<file path="src/rtl/seg_disp_sched_pkg.sv">
// -----------------------------------------------------------------------------
// seg_disp_pkg
//   Shared types and constants for the seven-segment display scheduler and its
//   round-robin arbiter.
//   - SEG_DATA_W : width of one display word (drives seven_seg.data).
//   - MAX_REQ    : largest supported requester count.
//   - IDX_W      : width of a requester index (sized for MAX_REQ).
//   - sched_state_t : scheduler FSM states.
// -----------------------------------------------------------------------------
package seg_disp_pkg;

    localparam int SEG_DATA_W = 32;
    localparam int MAX_REQ    = 8;
    localparam int IDX_W      = $clog2(MAX_REQ);

    typedef enum logic {
        IDLE = 1'b0,   // no owner, display holds the last value
        SHOW = 1'b1    // owner displayed, dwell counter running
    } sched_state_t;

endpackage

</file>
<file path="src/rtl/seg_disp_sched_if.sv">
// -----------------------------------------------------------------------------
// seg_disp_sched_if
//   Bundle between the application requesters and the display scheduler.
//   Ports (per signal, direction seen from the scheduler):
//   - req        in   N_REQ        level request per requester
//   - req_data   in   32*N_REQ     requester i value at [32*i+31:32*i]
//   - ack        out  N_REQ        one-cycle pulse when a request is granted
//   - done       out  N_REQ        one-cycle pulse when the owner's dwell ends
//   - disp_data  out  32           word driven into seven_seg.data
//   - disp_valid out  1            low until the first grant
//   - owner      out  IDX_W        index of the current / last owner
//   Modports: master = requester side, slave = scheduler side.
// -----------------------------------------------------------------------------
interface seg_disp_sched_if #(
    parameter int N_REQ = 4
);
    import seg_disp_pkg::*;

    logic [N_REQ-1:0]            req;
    logic [SEG_DATA_W*N_REQ-1:0] req_data;
    logic [N_REQ-1:0]            ack;
    logic [N_REQ-1:0]            done;
    logic [SEG_DATA_W-1:0]       disp_data;
    logic                        disp_valid;
    logic [IDX_W-1:0]            owner;

    modport master (
        output req,
        output req_data,
        input  ack,
        input  done,
        input  disp_data,
        input  disp_valid,
        input  owner
    );

    modport slave (
        input  req,
        input  req_data,
        output ack,
        output done,
        output disp_data,
        output disp_valid,
        output owner
    );

endinterface

</file>
<file path="src/rtl/seg_disp_sched_rr_arbiter.sv">
// -----------------------------------------------------------------------------
// rr_arbiter
//   Combinational round-robin pick for an N_REQ-wide request vector. The search
//   starts at last_grant+1 and wraps, so the most recent winner has the lowest
//   priority next time. Reusable by any shared-resource controller.
//   Ports:
//   - req        in   N_REQ   request vector
//   - last_grant in   IDX_W   index of the previous winner
//   - grant_idx  out  IDX_W   selected index (0 when grant_any is low)
//   - grant_any  out  1       at least one request is set
// -----------------------------------------------------------------------------
module rr_arbiter
    import seg_disp_pkg::*;
#(
    parameter int N_REQ = 4
) (
    input  logic [N_REQ-1:0] req,
    input  logic [IDX_W-1:0] last_grant,
    output logic [IDX_W-1:0] grant_idx,
    output logic             grant_any
);

    always_comb begin
        int               cand;
        logic [N_REQ-1:0] shifted;
        cand      = 0;
        shifted   = '0;
        grant_idx = '0;
        grant_any = 1'b0;
        // last_grant < N_REQ and k <= N_REQ, so one subtraction is enough to wrap.
        for (int k = 1; k <= N_REQ; k++) begin
            cand = int'(last_grant) + k;
            if (cand >= N_REQ) begin
                cand = cand - N_REQ;
            end
            shifted = req >> cand;
            if (!grant_any && shifted[0]) begin
                grant_any = 1'b1;
                grant_idx = IDX_W'(cand);
            end
        end
    end

endmodule

</file>
<file path="src/rtl/seg_disp_sched.sv">
// -----------------------------------------------------------------------------
// seg_disp_sched
//   Shares the single 32-bit hex display between N_REQ requesters. A granted
//   value is held for exactly DWELL cycles, then the display rotates to the
//   next pending requester (round-robin). No preemption; req_data is sampled
//   only on the grant edge. All outputs are registered.
//   Ports:
//   - clk     in  1   system clock
//   - resetn  in  1   asynchronous active-low reset
//   - bus     slave modport of seg_disp_sched_if (req/req_data in;
//             ack/done/disp_data/disp_valid/owner out)
// -----------------------------------------------------------------------------
module seg_disp_sched
    import seg_disp_pkg::*;
#(
    parameter int N_REQ = 4,
    parameter int DWELL = 50_000_000
) (
    input  logic            clk,
    input  logic            resetn,
    seg_disp_sched_if.slave bus
);

    localparam int               CNT_W    = $clog2(DWELL);
    localparam logic [CNT_W-1:0] CNT_LOAD = CNT_W'(DWELL - 1);
    localparam logic [N_REQ-1:0] ONE_HOT0 = N_REQ'(1);

    sched_state_t          state, state_nxt;
    logic [CNT_W-1:0]      dwell_cnt, dwell_cnt_nxt;
    logic [IDX_W-1:0]      last_grant, last_grant_nxt;
    logic [IDX_W-1:0]      owner_q, owner_nxt;
    logic [SEG_DATA_W-1:0] disp_data_q, disp_data_nxt;
    logic                  disp_valid_q, disp_valid_nxt;
    logic [N_REQ-1:0]      ack_q, ack_nxt;
    logic [N_REQ-1:0]      done_q, done_nxt;

    logic [IDX_W-1:0]      grant_idx;
    logic                  grant_any;
    logic [SEG_DATA_W-1:0] sel_data;
    logic                  do_grant;

    rr_arbiter #(
        .N_REQ      (N_REQ)
    ) u_arb (
        .req        (bus.req),
        .last_grant (last_grant),
        .grant_idx  (grant_idx),
        .grant_any  (grant_any)
    );

    assign sel_data = SEG_DATA_W'(bus.req_data >> (SEG_DATA_W * int'(grant_idx)));

    always_comb begin
        state_nxt      = state;
        dwell_cnt_nxt  = dwell_cnt;
        last_grant_nxt = last_grant;
        owner_nxt      = owner_q;
        disp_data_nxt  = disp_data_q;
        disp_valid_nxt = disp_valid_q;
        ack_nxt        = '0;
        done_nxt       = '0;
        do_grant       = 1'b0;

        case (state)
            IDLE: begin
                if (grant_any) begin
                    do_grant = 1'b1;
                end
            end
            SHOW: begin
                if (dwell_cnt == '0) begin
                    // Dwell over: release the owner and, if anyone is waiting,
                    // hand over on this same edge so there is no gap cycle.
                    done_nxt = ONE_HOT0 << owner_q;
                    if (grant_any) begin
                        do_grant = 1'b1;
                    end else begin
                        state_nxt = IDLE;
                    end
                end else begin
                    dwell_cnt_nxt = dwell_cnt - 1'b1;
                end
            end
            default: state_nxt = IDLE;
        endcase

        if (do_grant) begin
            state_nxt      = SHOW;
            dwell_cnt_nxt  = CNT_LOAD;
            last_grant_nxt = grant_idx;
            owner_nxt      = grant_idx;
            disp_data_nxt  = sel_data;
            disp_valid_nxt = 1'b1;
            ack_nxt        = ONE_HOT0 << grant_idx;
        end
    end

    // last_grant starts at N_REQ-1 so requester 0 wins the first arbitration.
    always_ff @(posedge clk or negedge resetn) begin
        if (!resetn) begin
            state        <= IDLE;
            dwell_cnt    <= '0;
            last_grant   <= IDX_W'(N_REQ - 1);
            owner_q      <= '0;
            disp_data_q  <= '0;
            disp_valid_q <= 1'b0;
            ack_q        <= '0;
            done_q       <= '0;
        end else begin
            state        <= state_nxt;
            dwell_cnt    <= dwell_cnt_nxt;
            last_grant   <= last_grant_nxt;
            owner_q      <= owner_nxt;
            disp_data_q  <= disp_data_nxt;
            disp_valid_q <= disp_valid_nxt;
            ack_q        <= ack_nxt;
            done_q       <= done_nxt;
        end
    end

    assign bus.ack        = ack_q;
    assign bus.done       = done_q;
    assign bus.disp_data  = disp_data_q;
    assign bus.disp_valid = disp_valid_q;
    assign bus.owner      = owner_q;

endmodule

</file>
<file path="src/flat_wrapper.sv">
// flat-port wrapper written by rule: the top's interface ports become plain ports
module seg_disp_sched_flat import seg_disp_pkg::*;
#(
    parameter int N_REQ = 4,
    parameter int DWELL = 50_000_000
)
  (clk, resetn, bus_req, bus_req_data, bus_ack, bus_done, bus_disp_data, bus_disp_valid, bus_owner);
  seg_disp_sched_if #(.N_REQ(N_REQ)) bus_i ();
  input  logic clk;
  input  logic resetn;
  input wire logic [$bits(bus_i.req)-1:0] bus_req;
  input wire logic [$bits(bus_i.req_data)-1:0] bus_req_data;
  output wire logic [$bits(bus_i.ack)-1:0] bus_ack;
  output wire logic [$bits(bus_i.done)-1:0] bus_done;
  output wire logic [$bits(bus_i.disp_data)-1:0] bus_disp_data;
  output wire logic [$bits(bus_i.disp_valid)-1:0] bus_disp_valid;
  output wire logic [$bits(bus_i.owner)-1:0] bus_owner;
  assign bus_i.req = bus_req;
  assign bus_i.req_data = bus_req_data;
  assign bus_ack = bus_i.ack;
  assign bus_done = bus_i.done;
  assign bus_disp_data = bus_i.disp_data;
  assign bus_disp_valid = bus_i.disp_valid;
  assign bus_owner = bus_i.owner;
  seg_disp_sched #(.N_REQ(N_REQ), .DWELL(DWELL)) u_core (.clk(clk), .resetn(resetn), .bus(bus_i));
endmodule
</file>
<file path="config.mk">
export PLATFORM = sky130hd
export DESIGN_NAME = seg_disp_sched_flat
export DESIGN_NICKNAME = d
export VERILOG_FILES = /design/src/rtl/seg_disp_sched_pkg.sv /design/src/rtl/seg_disp_sched_if.sv /design/src/rtl/seg_disp_sched_rr_arbiter.sv /design/src/rtl/seg_disp_sched.sv /design/src/flat_wrapper.sv
export SDC_FILE = /design/constraint.sdc
export NUM_CORES = 1
export LEC_CHECK = 0
export CAP_MARGIN = 20
export CORE_MARGIN = 8
export CORE_UTILIZATION = 45
export DETAILED_ROUTE_END_ITERATION = 8
export GPL_ROUTABILITY_DRIVEN = 0
export PLACE_DENSITY_LB_ADDON = 0.3
export SLEW_MARGIN = 20
export SYNTH_ARGS = -nofsm -noshare
export SYNTH_HDL_FRONTEND = slang
export SYNTH_SLANG_ARGS = --single-unit
</file>
<file path="constraint.sdc">
create_clock -name clk -period 6.84 [get_ports clk]
set_clock_uncertainty 0.1 [all_clocks]
set_input_delay 1.368 -clock clk [delete_from_list [all_inputs] [get_ports clk]]
set_output_delay 1.368 -clock clk [all_outputs]
set_load 0.05 [all_outputs]
</file>
==> results_dict.tcl, run 1 <==
set metrics [dict create \
    outcome "completed" \
    synth_flop_cell "dfrtp_1" \
    drc 0 \
    grtUsageTotal_pct 20.9 \
    fin_crit_ns 4.29 \
    worstPathArrival_ns 4.42 \
    syn_area_per_cell_um2 9.04 \
    max_freq_ghz 0.233 \
    final-setup-viol-count 0 \
    core_um2 10200 \
    hold_buffers 0 \
    via_count 4615 \
    synth_cell_types 48 \
    p_total_w 0.000986 \
    critPathCaptureType "register" \
    grt.overflow.total 0 \
    combPwrFrac_pct 14.8 \
    cts_buffer_depth 2 \
    antenna_found_initial 0 \
    start_kind "input port" \
    cap_violations 0 \
    wl_per_cell_um 18.6 \
    cpMaxStageDelayCell "a2111oi_0" \
    syn_inst 517 \
    critPathTopFamily "compound AO/OA/AOI/OAI gates" \
    avgViaCountPerCell 5.73 \
    synthArstFlopShare_pct 100 \
    initial_utilization_pct 45.9 \
    numCtsBuffers 9 \
    ys.warnings.count 0 \
    dieArea_um2 13900 \
    yosysSeqAreaShare_pct 39.1 \
    rows 37 \
    worst_pin_slew_ns 1.01 \
    grt_pass1_vias 4802 \
    p_seq_share_pct 43.7 \
    area_growth_pct 43.4 \
    p_clk_share_pct 41.4 \
    postCtsSetupBuffers 0 \
    criticalPathCategory "in2reg" \
    fillCellCount 805 \
    switchingPower_w 0.000224 \
    dr.pass1.iters 5 \
    dp_hpwl_mm 11.1 \
    cts_root_buffer "clkbuf_8" \
    clock_latency_ns 0.35 \
    syn_nets 658 \
    leakage_nw 2.62 \
    ant_nets 0 \
    slew_headroom_pct 32.8 \
    grt_max_degree 74 \
    ys_seq_elements 73 \
    nets 805 \
    cts_tree "built" \
    powerDensity_nw_per_um2 147 \
    slew_violations 0 \
    port_buffers 177 \
    max-vdd-ir-drop_mv 0.112 \
    pin_count 178 \
    hp-class "reg2reg" \
    synth_area_um2 4670 \
    path_buf_inv 2 \
    cpPeakStageDelay_ns 0.73 \
    layout_common_cells "176 x clkdlybuf4s50_1, 71 x dfrtp_1, 69 x a211oi_1" \
    synth-edff-count 0 \
    p_int_w 0.000762 \
    whs_ns 0.384 \
    utilization_pct 65.8 \
    p_sw_share_pct 22.7 \
    final_common_cell "clkdlybuf4s50_1" \
    path_cells "clkdlybuf4s50_1, mux2i_1, nand2_1, a2111oi_0, o21ai_4, buf_4, and2_4, a211oi_1, o31ai_2" \
    diodes 0 \
    critPathRequiredTime_ns 6.97 \
    fin_crit_sh_pct 62.6 \
    tns_ns 0 \
    clk_pin_slew_ns 0.08 \
    grt_pass1_wl_mm 24.1 \
    die_y_um 118 \
    cp_max_fo 66 \
    initialDrtViolationCount 300 \
    cts-htree-levels 3 \
    clock_sinks 73 \
    grt_setup_unrepaired "false" \
    dpl.cell_count 789 \
    drive_gt1_share_pct 8.07 \
    cts_resized 0 \
    hold_viol_final 0 \
    final_cells 805 \
    routed_wl_mm 15.0 \
    die-width_um 118 \
]
-- synthesized netlist by cell type (2+ instances only) --
master / count / area, um2
o31ai_2: 20 / 250
nand2_1: 63 / 236
dfstp_2: 2 / 52.6
nand2b_1: 6 / 37.5
nor2_1: 24 / 90.1
nor3_1: 14 / 70.1
or3_1: 4 / 25.0
nand4_1: 3 / 18.8
a31oi_1: 9 / 56.3
inv_1: 7 / 26.3
mux2i_1: 5 / 50.1
dfrtp_1: 71 / 1780
a211oi_1: 69 / 518
o22ai_1: 2 / 12.5
o31ai_1: 16 / 120
nand3_1: 5 / 25.0
nor3_2: 2 / 20.0
ha_1: 7 / 87.6
buf_4: 3 / 22.5
buf_6: 3 / 33.8
xnor2_1: 2 / 17.5
o21a_1: 3 / 22.5
clkbuf_1: 32 / 120
a21oi_1: 15 / 75.1
and2_1: 2 / 12.5
a21boi_0: 64 / 480
o21ai_0: 28 / 140
nor4_1: 4 / 25.0
buf_2: 7 / 35.0
nor2b_1: 7 / 43.8
-- worst reg2reg max path, cell delays in order, from the launching register on --
cell and delay (ns):
dfstp_2 0.73, inv_1 0.15, ha_1 0.49, mux2i_1 0.32, nand2_1 0.08, a2111oi_0 0.73
o21ai_4 0.10, buf_4 0.32, and2_4 0.46, a211oi_1 0.52, o31ai_2 0.09
-- per-stage QoR --
stage          area (um2)  worst slack [ns]
2_1_floorplan        4670              3.41
3_3_place_gp         6460              2.01
3_5_place_dp         6460              1.94
4_1_cts              6700              2.30
5_1_grt              6700              2.39
6_report             6700              2.55
-- layout make-up --
type	instances	area [um2]	area share (%)
well taps	136	170	2.54
clock buffers	11	131	1.96
flip-flops and latches	73	1830	27.3
inverters	8	30.0	0.448
multi-input cells	390	2630	39.2
repair buffers	182	1810	27.0
clock inverters	5	104	1.55
-- registers in the layout (all words and copies together), names as in the netlist --
signal / flops
u_core.bus.ack: 4
u_core.bus.disp_valid: 1
u_core.bus.disp_data: 32
u_core.bus.owner: 2
u_core.dwell_cnt: 26
u_core.last_grant: 3
u_core.bus.done: 4
u_core.state: 1
-- logic make-up (layout without fill, tap and decap cells) --
group | count (synthesis) | after routing | share of synthesized area [%]
compound gates | 235 | 235 | 37.9
xor+xnor | 2 | 2 | 0.375
fa+ha+maj | 7 | 7 | 1.87
buf+inv | 54 | 206 | 5.25
flops | 73 | 73 | 39.1
mux | 6 | 6 | 1.55
simple gates | 140 | 140 | 13.9
-- path summary, 6_finish.rpt --
kind                       cells past startpoint                                 from                                    to  slack [ns]
max                                            9                           bus_req[0]  u_core.bus.disp_data[16]$_DFFE_PN0P_        2.55
min                                            2  u_core.bus.disp_data[0]$_DFFE_PN0P_   u_core.bus.disp_data[0]$_DFFE_PN0P_        0.38
max reg2reg                                   10     u_core.last_grant[0]$_DFFE_PN1P_  u_core.bus.disp_data[16]$_DFFE_PN0P_        2.63
min reg2reg                                    2  u_core.bus.disp_data[0]$_DFFE_PN0P_   u_core.bus.disp_data[0]$_DFFE_PN0P_        0.38
max in group asynchronous                      1                               resetn       u_core.dwell_cnt[6]$_DFFE_PN0P_        4.98
min in group asynchronous                      1                               resetn      u_core.last_grant[2]$_DFFE_PN0P_        1.04
-- metal layers --
| metal | share of wire (%) | GRT usage [%] | wire length [um] |
|---|---|---|---|
| met5 | 0 | 0 | 0 |
| met4 | 2.8 | 8.57 | 422 |
| met3 | 8.3 | 7.58 | 1240 |
| met2 | 50 | 36.7 | 7500 |
| met1 | 39 | 22.2 | 5790 |
-- power by group through the flow --
stage / logic (W) / registers, W / clock network, W
final: 0.000146 / 0.000431 / 0.000409
after detailed placement: 0.000146 / 0.000440 / 0
after global placement: 0.000144 / 0.000440 / 0
after global routing: 0.000157 / 0.000431 / 0.000433
after floorplan: 0.0000499 / 0.000440 / 0
after CTS: 0.000147 / 0.000431 / 0.000415
Power figures use the tool's default switching activity.
==> inputs of run 2 (changes only) <==
==> constraint.sdc (replaced) <==
create_clock -name clk -period 4.2 [get_ports clk]
set_clock_uncertainty 0.1 [all_clocks]
set_input_delay 0.84 -clock clk [delete_from_list [all_inputs] [get_ports clk]]
set_output_delay 0.84 -clock clk [all_outputs]
set_load 0.05 [all_outputs]
==> results_dict.tcl, run 2 (synthesis gave the netlist of run 1 again) <==
set metrics [dict create \
    combPwrFrac_pct 15.9 \
    switchingPower_w 0.000374 \
    clock_latency_ns 0.35 \
    final-setup-viol-count 0 \
    grt_pass1_vias 4829 \
    hold_buffers 0 \
    slew_headroom_pct 37.5 \
    p_int_w 0.00114 \
    slew_violations 0 \
    cts_buffer_depth 2 \
    wl_per_cell_um 18.7 \
    ant_nets 0 \
    hp-class "reg2reg" \
    cpMaxStageDelayCell "dfstp_2" \
    leakage_nw 2.62 \
    diodes 0 \
    dieArea_um2 13900 \
    nets 808 \
    hold_viol_final 0 \
    dp_hpwl_mm 11.1 \
    routed_wl_mm 15.1 \
    path_cells "inv_1, ha_1, mux2i_1, nand2_1, a2111oi_0, buf_4, o21ai_4, and2_4, a211oi_1, o31ai_2" \
    p_total_w 0.00151 \
    cts-htree-levels 3 \
    rows 37 \
    powerDensity_nw_per_um2 226 \
    criticalPathCategory "reg2reg" \
    initial_utilization_pct 45.9 \
    antenna_found_initial 0 \
    postCtsSetupBuffers 0 \
    port_buffers 177 \
    area_growth_pct 43.5 \
    die_y_um 118 \
    clk_pin_slew_ns 0.08 \
    dr.pass1.iters 5 \
    fin_crit_sh_pct 88.2 \
    cts_resized 0 \
    drive_gt1_share_pct 8.78 \
    numCtsBuffers 9 \
    critPathCaptureType "register" \
    grt_max_degree 74 \
    p_clk_share_pct 37.7 \
    final_common_cell "clkdlybuf4s50_1" \
    cp_max_fo 66 \
    clock_sinks 73 \
    cts_tree "built" \
    critPathTopFamily "compound AO/OA/AOI/OAI gates" \
    fillCellCount 831 \
    largest_reg_flops 32 \
    path_buf_inv 2 \
    drc 0 \
    grt.overflow.total 0 \
    grtUsageTotal_pct 21.3 \
    via_count 4678 \
    p_sw_share_pct 24.7 \
    start_kind "register" \
    initialDrtViolationCount 311 \
    critPathRequiredTime_ns 4.33 \
    cts_root_buffer "clkbuf_8" \
    core_um2 10200 \
    grt_pass1_wl_mm 24.4 \
    pin_count 178 \
    worst_pin_slew_ns 0.938 \
    max-vdd-ir-drop_mv 0.144 \
    worstPathArrival_ns 3.83 \
    cpPeakStageDelay_ns 0.73 \
    cap_violations 0 \
    p_seq_share_pct 46.4 \
    tns_ns 0 \
    layout_common_cells "176 x clkdlybuf4s50_1, 71 x dfrtp_1, 69 x a211oi_1" \
    fin_crit_ns 3.70 \
    die-width_um 118 \
    max_freq_ghz 0.270 \
    avgViaCountPerCell 5.79 \
    grt_setup_unrepaired "false" \
    outcome "completed" \
]
[run 2: changes by cell type in the layout (fill, tap and decap cells not counted)]
cell,change
buf_4,+2
bufinv_16,-2
clkbuf_1,-2
buf_12,+1
clkbuf_8,+1
clkinv_2,+1
clkinvlp_4,+1
inv_6,+1
[run 2: worst paths after layout]
check,start,to,slack [ns],cells past startpoint
max,u_core.last_grant[0]$_DFFE_PN1P_,u_core.bus.disp_data[16]$_DFFE_PN0P_,0.50,10
min,u_core.bus.disp_valid$_DFFE_PN0P_,u_core.bus.disp_valid$_DFFE_PN0P_,0.38,1
max reg2reg,u_core.last_grant[0]$_DFFE_PN1P_,u_core.bus.disp_data[16]$_DFFE_PN0P_,0.50,10
min reg2reg,u_core.bus.disp_valid$_DFFE_PN0P_,u_core.bus.disp_valid$_DFFE_PN0P_,0.38,1
max in group asynchronous,resetn,u_core.dwell_cnt[23]$_DFFE_PN0P_,2.87,1
min in group asynchronous,resetn,u_core.bus.disp_data[31]$_DFFE_PN0P_,0.51,1
[run 2: final cells by class]
type | instances | area, um2 | share of cell area [%]
tap | 136 | 170 | 2.54
clock inverter | 6 | 65.1 | 0.971
inverter | 8 | 30.0 | 0.448
multi-input combinational | 390 | 2630 | 39.2
clock buffer | 10 | 138 | 2.05
sequential | 73 | 1830 | 27.3
timing repair buffer | 185 | 1840 | 27.5
[run 2: per-stage QoR]
step | setup slack (ns) | instances | utilization [%] | hold WS (ns) | area, um2
after floorplan | 0.774 | 517 | - | 0.342 | 4670
after global placement | 0.387 | 792 | 63.8 | 0.349 | 6500
after detailed placement | 0.285 | 792 | 63.8 | 0.369 | 6500
after CTS | 0.233 | 808 | 65.8 | 0.387 | 6700
after global routing | 0.319 | 808 | 65.8 | 0.403 | 6700
final | 0.496 | 808 | 65.8 | 0.379 | 6700
[run 2: routing by layer]
layer,global-route usage [%],vias up,wire length (um),share of wire (%)
li1,-,2245,-,-
met1,22.4,2238,5760,38
met2,36.7,165,7580,50
met3,8.78,30,1340,8.9
met4,9.29,0,431,2.9
met5,0,-,0,0
[run 2: power groups by stage]
stage          clock, W  combinational (W)  sequential (W)
6_report       0.000570           0.000240        0.000702
5_1_grt        0.000609           0.000259        0.000702
4_1_cts        0.000578           0.000241        0.000702
3_5_place_dp          0           0.000240        0.000716
3_3_place_gp          0           0.000236        0.000716
2_1_floorplan         0          0.0000813        0.000716
